$ cat config.mk
export PLATFORM = sky130hd
export DESIGN_NAME = id_ex_stage
export DESIGN_NICKNAME = d
export VERILOG_FILES = /design/src/rtl/id_ex_stage.sv
export SDC_FILE = /design/constraint.sdc
export NUM_CORES = 1
export LEC_CHECK = 0
export BUFFER_PORTS_ARGS = -buffer_cell sky130_fd_sc_hd__buf_2
export CAP_MARGIN = 20
export CELL_PAD_IN_SITES_DETAIL_PLACEMENT = 1
export CELL_PAD_IN_SITES_GLOBAL_PLACEMENT = 1
export CORE_MARGIN = 2
export CORE_UTILIZATION = 35
export DETAILED_ROUTE_END_ITERATION = 16
export PLACE_DENSITY_LB_ADDON = 0.1
export SYNTH_ARGS = -nofsm -noshare
export SYNTH_HDL_FRONTEND = slang
export SYNTH_SLANG_ARGS = --single-unit
$ cat constraint.sdc
create_clock -name clk -period 2.51 [get_ports clk]
set_input_delay 0.502 -clock clk [delete_from_list [all_inputs] [get_ports clk]]
set_output_delay 0.502 -clock clk [all_outputs]
set_load 0.1 [all_outputs]
$ cat src/rtl/id_ex_stage.sv
`default_nettype none
// ============================================================================
// Module   : id_ex_stage
// Purpose  : ID/EX pipeline register for the 5-stage MIPS pipeline with
//            built-in load-use hazard detection, branch-flush bubbling,
//            memory-stall freeze and a saturating load-use bubble counter.
// Ports    : clk, rst_n           - clock, async active-low reset
//            id_*                 - decoded instruction from ID
//            flush, mem_stall     - redirect squash / global freeze
//            ex_*                 - registered instruction presented to EX
//            ex_wreg, ex_fw       - destination register and write qualifier
//            load_use_stall       - combinational hazard stall request
//            pc_write, if_id_write- PC and IF/ID enables
//            bubble_cnt           - saturating count of load-use bubbles
// Revision : 1.0 - initial release
// ============================================================================
module id_ex_stage #(
  parameter int CNT_W = 16
) (
  input  logic             clk,
  input  logic             rst_n,
  input  logic             id_valid,
  input  logic [5:0]       id_opcode,
  input  logic [4:0]       id_rs,
  input  logic [4:0]       id_rt,
  input  logic [4:0]       id_rd,
  input  logic [31:0]      id_rs_data,
  input  logic [31:0]      id_rt_data,
  input  logic [31:0]      id_imm,
  input  logic             id_alusrc,
  input  logic             id_regdst,
  input  logic             id_regwrite,
  input  logic             id_memread,
  input  logic             id_memwrite,
  input  logic             id_memtoreg,
  input  logic             flush,
  input  logic             mem_stall,
  output logic             ex_valid,
  output logic [5:0]       ex_opcode,
  output logic [4:0]       ex_rs,
  output logic [4:0]       ex_rt,
  output logic [31:0]      ex_rs_data,
  output logic [31:0]      ex_rt_data,
  output logic [31:0]      ex_imm,
  output logic             ex_alusrc,
  output logic             ex_regwrite,
  output logic             ex_memread,
  output logic             ex_memwrite,
  output logic             ex_memtoreg,
  output logic [4:0]       ex_wreg,
  output logic             ex_fw,
  output logic             load_use_stall,
  output logic             pc_write,
  output logic             if_id_write,
  output logic [CNT_W-1:0] bubble_cnt
);

  localparam logic [5:0] OP_RTYPE = 6'b000000;
  localparam logic [5:0] OP_SW    = 6'b101011;
  localparam logic [5:0] OP_BEQ   = 6'b000100;
  localparam logic [5:0] OP_BNE   = 6'b000101;

  logic             ex_valid_q, ex_valid_d;
  logic [5:0]       ex_opcode_q, ex_opcode_d;
  logic [4:0]       ex_rs_q, ex_rs_d, ex_rt_q, ex_rt_d, ex_wreg_q, ex_wreg_d;
  logic [31:0]      ex_rs_data_q, ex_rs_data_d;
  logic [31:0]      ex_rt_data_q, ex_rt_data_d;
  logic [31:0]      ex_imm_q, ex_imm_d;
  logic             ex_alusrc_q, ex_alusrc_d, ex_regwrite_q, ex_regwrite_d;
  logic             ex_memread_q, ex_memread_d, ex_memwrite_q, ex_memwrite_d;
  logic             ex_memtoreg_q, ex_memtoreg_d;
  logic [CNT_W-1:0] bubble_cnt_q, bubble_cnt_d;

  logic id_reads_rt;
  logic hz;

  // Only R-type, store and the two compare branches consume rt as a source;
  // for every other opcode rt is a destination and cannot cause a hazard.
  assign id_reads_rt = (id_opcode == OP_RTYPE) || (id_opcode == OP_SW) ||
                       (id_opcode == OP_BEQ)   || (id_opcode == OP_BNE);

  assign hz = ex_valid_q && ex_memread_q && (ex_rt_q != 5'd0) && id_valid &&
              ((id_rs == ex_rt_q) || (id_reads_rt && (id_rt == ex_rt_q)));

  assign load_use_stall = hz && !flush && !mem_stall;
  assign pc_write       = !mem_stall && !load_use_stall;
  assign if_id_write    = pc_write;

  always_comb begin
    ex_valid_d    = ex_valid_q;
    ex_opcode_d   = ex_opcode_q;
    ex_rs_d       = ex_rs_q;
    ex_rt_d       = ex_rt_q;
    ex_rs_data_d  = ex_rs_data_q;
    ex_rt_data_d  = ex_rt_data_q;
    ex_imm_d      = ex_imm_q;
    ex_alusrc_d   = ex_alusrc_q;
    ex_regwrite_d = ex_regwrite_q;
    ex_memread_d  = ex_memread_q;
    ex_memwrite_d = ex_memwrite_q;
    ex_memtoreg_d = ex_memtoreg_q;
    ex_wreg_d     = ex_wreg_q;
    bubble_cnt_d  = bubble_cnt_q;

    if (!mem_stall) begin
      // Flush, load-use stall and an empty ID slot all load the same bubble.
      if (flush || hz || !id_valid) begin
        ex_valid_d    = 1'b0;
        ex_opcode_d   = 6'd0;
        ex_rs_d       = 5'd0;
        ex_rt_d       = 5'd0;
        ex_rs_data_d  = 32'd0;
        ex_rt_data_d  = 32'd0;
        ex_imm_d      = 32'd0;
        ex_alusrc_d   = 1'b0;
        ex_regwrite_d = 1'b0;
        ex_memread_d  = 1'b0;
        ex_memwrite_d = 1'b0;
        ex_memtoreg_d = 1'b0;
        ex_wreg_d     = 5'd0;
      end else begin
        ex_valid_d    = 1'b1;
        ex_opcode_d   = id_opcode;
        ex_rs_d       = id_rs;
        ex_rt_d       = id_rt;
        ex_rs_data_d  = id_rs_data;
        ex_rt_data_d  = id_rt_data;
        ex_imm_d      = id_imm;
        ex_alusrc_d   = id_alusrc;
        ex_regwrite_d = id_regwrite;
        ex_memread_d  = id_memread;
        ex_memwrite_d = id_memwrite;
        ex_memtoreg_d = id_memtoreg;
        ex_wreg_d     = id_regdst ? id_rd : id_rt;
      end
      if (load_use_stall && (bubble_cnt_q != {CNT_W{1'b1}}))
        bubble_cnt_d = bubble_cnt_q + 1'b1;
    end
  end

  always_ff @(posedge clk or negedge rst_n) begin
    if (!rst_n) begin
      ex_valid_q    <= 1'b0;
      ex_opcode_q   <= 6'd0;
      ex_rs_q       <= 5'd0;
      ex_rt_q       <= 5'd0;
      ex_rs_data_q  <= 32'd0;
      ex_rt_data_q  <= 32'd0;
      ex_imm_q      <= 32'd0;
      ex_alusrc_q   <= 1'b0;
      ex_regwrite_q <= 1'b0;
      ex_memread_q  <= 1'b0;
      ex_memwrite_q <= 1'b0;
      ex_memtoreg_q <= 1'b0;
      ex_wreg_q     <= 5'd0;
      bubble_cnt_q  <= '0;
    end else begin
      ex_valid_q    <= ex_valid_d;
      ex_opcode_q   <= ex_opcode_d;
      ex_rs_q       <= ex_rs_d;
      ex_rt_q       <= ex_rt_d;
      ex_rs_data_q  <= ex_rs_data_d;
      ex_rt_data_q  <= ex_rt_data_d;
      ex_imm_q      <= ex_imm_d;
      ex_alusrc_q   <= ex_alusrc_d;
      ex_regwrite_q <= ex_regwrite_d;
      ex_memread_q  <= ex_memread_d;
      ex_memwrite_q <= ex_memwrite_d;
      ex_memtoreg_q <= ex_memtoreg_d;
      ex_wreg_q     <= ex_wreg_d;
      bubble_cnt_q  <= bubble_cnt_d;
    end
  end

  assign ex_valid    = ex_valid_q;
  assign ex_opcode   = ex_opcode_q;
  assign ex_rs       = ex_rs_q;
  assign ex_rt       = ex_rt_q;
  assign ex_rs_data  = ex_rs_data_q;
  assign ex_rt_data  = ex_rt_data_q;
  assign ex_imm      = ex_imm_q;
  assign ex_alusrc   = ex_alusrc_q;
  assign ex_regwrite = ex_regwrite_q;
  assign ex_memread  = ex_memread_q;
  assign ex_memwrite = ex_memwrite_q;
  assign ex_memtoreg = ex_memtoreg_q;
  assign ex_wreg     = ex_wreg_q;
  assign ex_fw       = ex_valid_q && ex_regwrite_q && (ex_wreg_q != 5'd0);
  assign bubble_cnt  = bubble_cnt_q;

endmodule
`default_nettype wire

=== Word-level counts from Yosys, hierarchy flattened ===
Cells that the tools add are included.

* Bits in registers: 139
* Input bits: 128
* Word-level logic and storage cells: 61

* $add $sub $neg: 1
* Eq/ne operators: 6
* Muxes and demuxes: 14
* Bitwise gates (word level): 1
* Reductions and logical operators: 25

{| class="wikitable"
|+ Operators with widths
! operator !! count
|-
| $mux 32 || 3
|-
| $mux 5 || 4
|-
| $add 16x1->16 const B || 1
|-
| $ne 16x16->1 const B || 1
|-
| $eq 6x3->1 const B || 2
|-
| $logic_and 1x1->1 || 11
|-
| $eq 5x5->1 || 2
|-
| $reduce_bool 5->1 || 2
|-
| $eq 6x6->1 const B || 1
|-
| $logic_not 6->1 || 1
|-
| $logic_or 1x1->1 || 6
|-
| $mux 1 || 6
|-
| $mux 6 || 1
|-
| $logic_not 1->1 || 4
|-
| $reduce_and 2->1 || 1
|-
| $not 1->1 || 1
|}

=== Depth between registers and ports, before layout ===
* Depth after elaboration: 11
* Mapped depth: 8

=== Worst setup path before layout ===
No wires, ideal clock.

* Path type: reg-to-output
* Start: register ex_rt_q[2] (netlist: ex_rt[2])
* End: output pc_write
* Arrival: 3.241 ns
* Data required time: 2.008 ns
* Path slack: -1.233 ns
* Cell stages (with the launch flop): 7
* Buffers on the path: 1
* Path through: dfrtp_1 > xor2_1 > nor4_1 > o2111ai_1 > a21oi_1 > nor2_1 > buf_4

* Longest elaborated chain between the ends: 8

{| class="wikitable"
|+ RTL lines
! element !! line !! text
|-
| from (decl) || 65 || <nowiki>logic [4:0] ex_rs_q, ex_rs_d, ex_rt_q, ex_rt_d, ex_wreg_q, ex_wreg_d;</nowiki>
|-
| from (signal assigned) || 161 || <nowiki>ex_rt_q <= ex_rt_d;</nowiki>
|-
| $eq 5x5->1 / $reduce_bool 5->1 (equally long branches) || 83, 82 ||
|-
| $logic_and 1x1->1, on equally long branches || 83, 82 ||
|-
| $logic_or 1x1->1 / $logic_and 1x1->1 (equally long branches) || 83, 82 ||
|-
| $logic_and 1x1->1 * || 82 || <nowiki>assign hz = ex_valid_q && ex_memread_q && (ex_rt_q != 5'd0) && id_valid &&</nowiki>
|-
| $logic_and 1x1->1 * (2 in series) || 85 || <nowiki>assign load_use_stall = hz && !flush && !mem_stall;</nowiki>
|-
| $logic_not 1->1 * || 86 || <nowiki>assign pc_write = !mem_stall && !load_use_stall;</nowiki>
|-
| $logic_and 1x1->1 * || 86 ||
|-
| to (decl) || 53 || <nowiki>output logic pc_write,</nowiki>
|}

Mark *: on every way between the ends. The rest lies on a longest branch, timed or not.

=== Final worst setup path ===
* Start: register ex_rt_q[0] (netlist: ex_rt[0])
* End: output if_id_write

* Longest elaborated chain between the ends: 8

{| class="wikitable"
|+ RTL lines
! element !! line !! text
|-
| $eq 5x5->1 / $reduce_bool 5->1 (equally long branches) || 83, 82 ||
|-
| $logic_and 1x1->1, on equally long branches || 83, 82 ||
|-
| $logic_or 1x1->1 / $logic_and 1x1->1 (equally long branches) || 83, 82 ||
|-
| $logic_and 1x1->1 * || 82 ||
|-
| $logic_and 1x1->1 * (2 in series) || 85 ||
|-
| $logic_not 1->1 * || 86 ||
|-
| $logic_and 1x1->1 * || 86 ||
|-
| to (decl) || 54 || <nowiki>output logic if_id_write,</nowiki>
|}

Marked as above.

==> impl_metrics.csv <==
group,metric,value,unit
timing,slew_violations,0,
yosys,ys_types,36,
clocking,htree_levels,4,
power_and_ir_drop,clockPowerShare,42.4,%
drt,routedWlPerCell,19.43,um
final_layout,final_util,50.89,%
drt,wirelength,16520,um
min_path,whs_endpoint,"ex_imm[23]",
timing,whs,0.2989,ns
clocking,cts_root_buffer,"clkbuf_16",
power_and_ir_drop,p_sw_share,32.19,%
setup_path,r2r-end,"bubble_cnt[12]",
min_path,hold_depth,2,
yosys,avgSynthCellArea,14.11,um^2
timing,hold_violations,0,
setup_path,critical_path_class,"reg -> out",
setup_path,ff2ff_path_depth,7,
floorplanning,core_area,15090,um^2
power_and_ir_drop,p_seq_share,36.8,%
power_and_ir_drop,p_per_area,856.7,nW/um^2
floorplanning,die_h,127.8,um
run_status,status,"finished with violations",
power_and_ir_drop,p_int,4.461,mW
drt,drc,0,
power_and_ir_drop,p_switching,2.118,mW
timing,period_needed,2.540,ns
yosys,synth_top_cell_by_area,"dfrtp_1",
timing,setup_tns,-0.05914,ns
min_path,hold_path_startpoint,"id_imm[23]",
place,dp_hpwl,11850,um
drt,firstDrtPassIters,4,
setup_path,start_kind,"flip-flop",
clocking,cts.sinks,139,
global_route,grt_use_total,20.50,%
yosys,synthTopCellsByArea,"dfrtp_1, a22o_1, xnor2_1",
timing,rsz0062_at_grt,"yes",
timing,final.setup.worst_slack,-0.03017,ns
yosys,yosysWarnings,0,
global_route,antenna_found_initial,1,
clocking,cts.path.max_buffers,2,
setup_path,cp_max_fo,5,
global_route,grt_first_pass_wirelength,25630,um
place,place.port_buffers,270,
floorplanning,start_util,35.53,%
power_and_ir_drop,p_comb_share,20.8,%
min_path,hp-class,"in -> reg",
setup_path,end_kind,"output pin",
yosys,synth-seq-area-share,64.88,%
setup_path,cp.required,2.01,ns
drt,first_iter_violations,242,
final_layout,nets,778,
clocking,tritoncts,"done",
place,gp_congestion,0.7869,
global_route,grt_max_degree,94,
timing,setup_viol,2,
floorplanning,chipWidth,127.8,um
yosys,synth-edff-count,0,
final_layout,layout_commonest_cell,"buf_2",
drt,via_per_inst,5.072,
yosys,postSynthCellCount,380,
timing,timing.fmax,393.7,MHz
final_layout,area_growth_syn_to_layout,43.22,%
final_layout,drive_gt1_share,51.44,%
yosys,syn_area,5361,um^2
timing,worstMarginPinSlew,0.5253,ns
clocking,cts_setup_buffers,0,
clocking,clk_pin_slew_worst_paths,0.06,ns
clocking,cts_inserted_buffers,17,
global_route,grt_pass1_vias,4502,
timing,relSlewSlack,65.22,%
run_status,failed_checks,"negative setup slack",
floorplanning,pin_count,271,
final_layout,final_cell_mix,"buf_2, dfrtp_1, a22o_1",
setup_path,reg2reg_setup_slack,0.35,ns
global_route,overflow,0,
yosys,synthArstFlopShare,100.0,%
drt,ant_nets,0,
yosys,synth_top_cell_area_share,64.88,%
yosys,ys_seq_elements,139,
clocking,clock_latency,0.42,ns
yosys,ys.flop_type,"dfrtp_1",
timing,finalCritPeriodShare,101.2,%
yosys,synth_fp_nets,509,
setup_path,r2r-start,"bubble_cnt[7]",
drt,vias,4311,
power_and_ir_drop,power.leakage,4.197,nW
floorplanning,row_count,45,
timing,skew,0.01266,ns
floorplanning,die-area,16320,um^2
setup_path,cp.arrival,2.04,ns
run,maxCapViolCount,0,
power_and_ir_drop,peakVddDrop,473.8,uV
layer usage:
metal,vias up,global-route usage [%],part of all wire (%),routed length (um)
li1,1983,-,-,-
met1,2148,25.99,42,7016
met2,152,33.31,49,8164
met3,28,5.760,6.0,983
met4,0,8.209,2.1,353
met5,-,0,0,0
how the worst max path moves through the flow:
stage	endpoint	from	slack, ns
3_5_place_dp	if_id_write	id_rt[2]	0.05
2_1_floorplan	pc_write	ex_rt[0]	-0.12
6_report	if_id_write	ex_rt[0]	-0.03
5_1_grt	if_id_write	ex_rt[0]	-0.12
3_3_place_gp	pc_write	id_opcode[2]	0.09
4_1_cts	if_id_write	ex_rt[0]	-0.08
worst max-delay path: stages (launching register included):
cell,delay (ns)
dfrtp_2,0.44
xor2_1,0.16
nor4_2,0.32
o2111ai_2,0.20
a21oi_2,0.22
nor2_4,0.08
buf_12,0.19
metrics by stage:
stage | power (mW) | area, um^2 | instances | worst slack, ns
6_report | 6.579 | 7679 | 850 | -0.03017
4_1_cts | 6.646 | 7671 | 849 | -0.07687
3_3_place_gp | 3.816 | 6988 | 817 | 0.08560
2_1_floorplan | 3.470 | 5381 | 380 | -0.1173
5_1_grt | 6.819 | 7676 | 849 | -0.1210
3_5_place_dp | 3.837 | 6988 | 817 | 0.05327
registers in the layout, indices dropped and copies added (netlist names):
| signal | cells |
|---|---|
| ex_memtoreg | 1 |
| ex_valid | 1 |
| ex_rt | 5 |
| ex_opcode | 6 |
| bubble_cnt | 16 |
| ex_rt_data | 32 |
| ex_memwrite | 1 |
| ex_rs_data | 32 |
| ex_rs | 5 |
| ex_alusrc | 1 |
| ex_regwrite | 1 |
| ex_memread | 1 |
| ex_wreg | 5 |
| ex_imm | 32 |
synth_stat cells (all sizes together) (2+ instances only):
cell type / instances
a21oi: 2
nand4: 11
clkbuf: 14
nand2: 6
buf: 16
and3: 4
xor2: 8
and2: 5
nand3: 7
a22o: 122
mux2: 6
nor3: 2
xnor2: 16
and4: 2
dfrtp: 139
nor2: 8
cell families (layout without fill, tap and decap cells):
group	Yosys count	count (layout)	synth area share [%]
buffers and inverters	31	312	3.034
flip-flops	139	139	64.88
AO/OA/AOI/OAI	129	129	21.26
adder cells (fa/ha/maj)	1	1	0.2333
other	0	1	0
AND/OR/NAND/NOR	50	50	5.345
multiplexers	6	6	1.330
XOR/XNOR	24	24	3.921
layout make-up:
type	count	area [um^2]
sequential	139	3488
timing repair buffer	280	1533
clock buffer	20	466.7
multi-input combinational	210	1759
tap	188	235.2
inverter	1	3.754
clock inverter	11	190.2
antenna	1	2.502
fill	1605	7411
power by group through the flow:
stage          Combinational (mW)  Sequential [mW]  Clock (mW)
6_report                     1.37             2.42        2.79
5_1_grt                      1.43             2.43        2.96
4_1_cts                      1.38             2.42        2.84
3_5_place_dp                 1.38             2.46           0
3_3_place_gp                 1.36             2.45           0
2_1_floorplan               0.199             3.27           0
repair_timing:
| item | CTS | global route |
|---|---|---|
| hold endpoints to repair | 37 | 0 |
| gates resized for setup | 3 | 1 |
| pin swaps | 5 | 2 |
| setup endpoints to repair | 3 | 3 |
| hold buffers | 1 | 0 |
No activity file was read; power rests on OpenSTA's default activity.
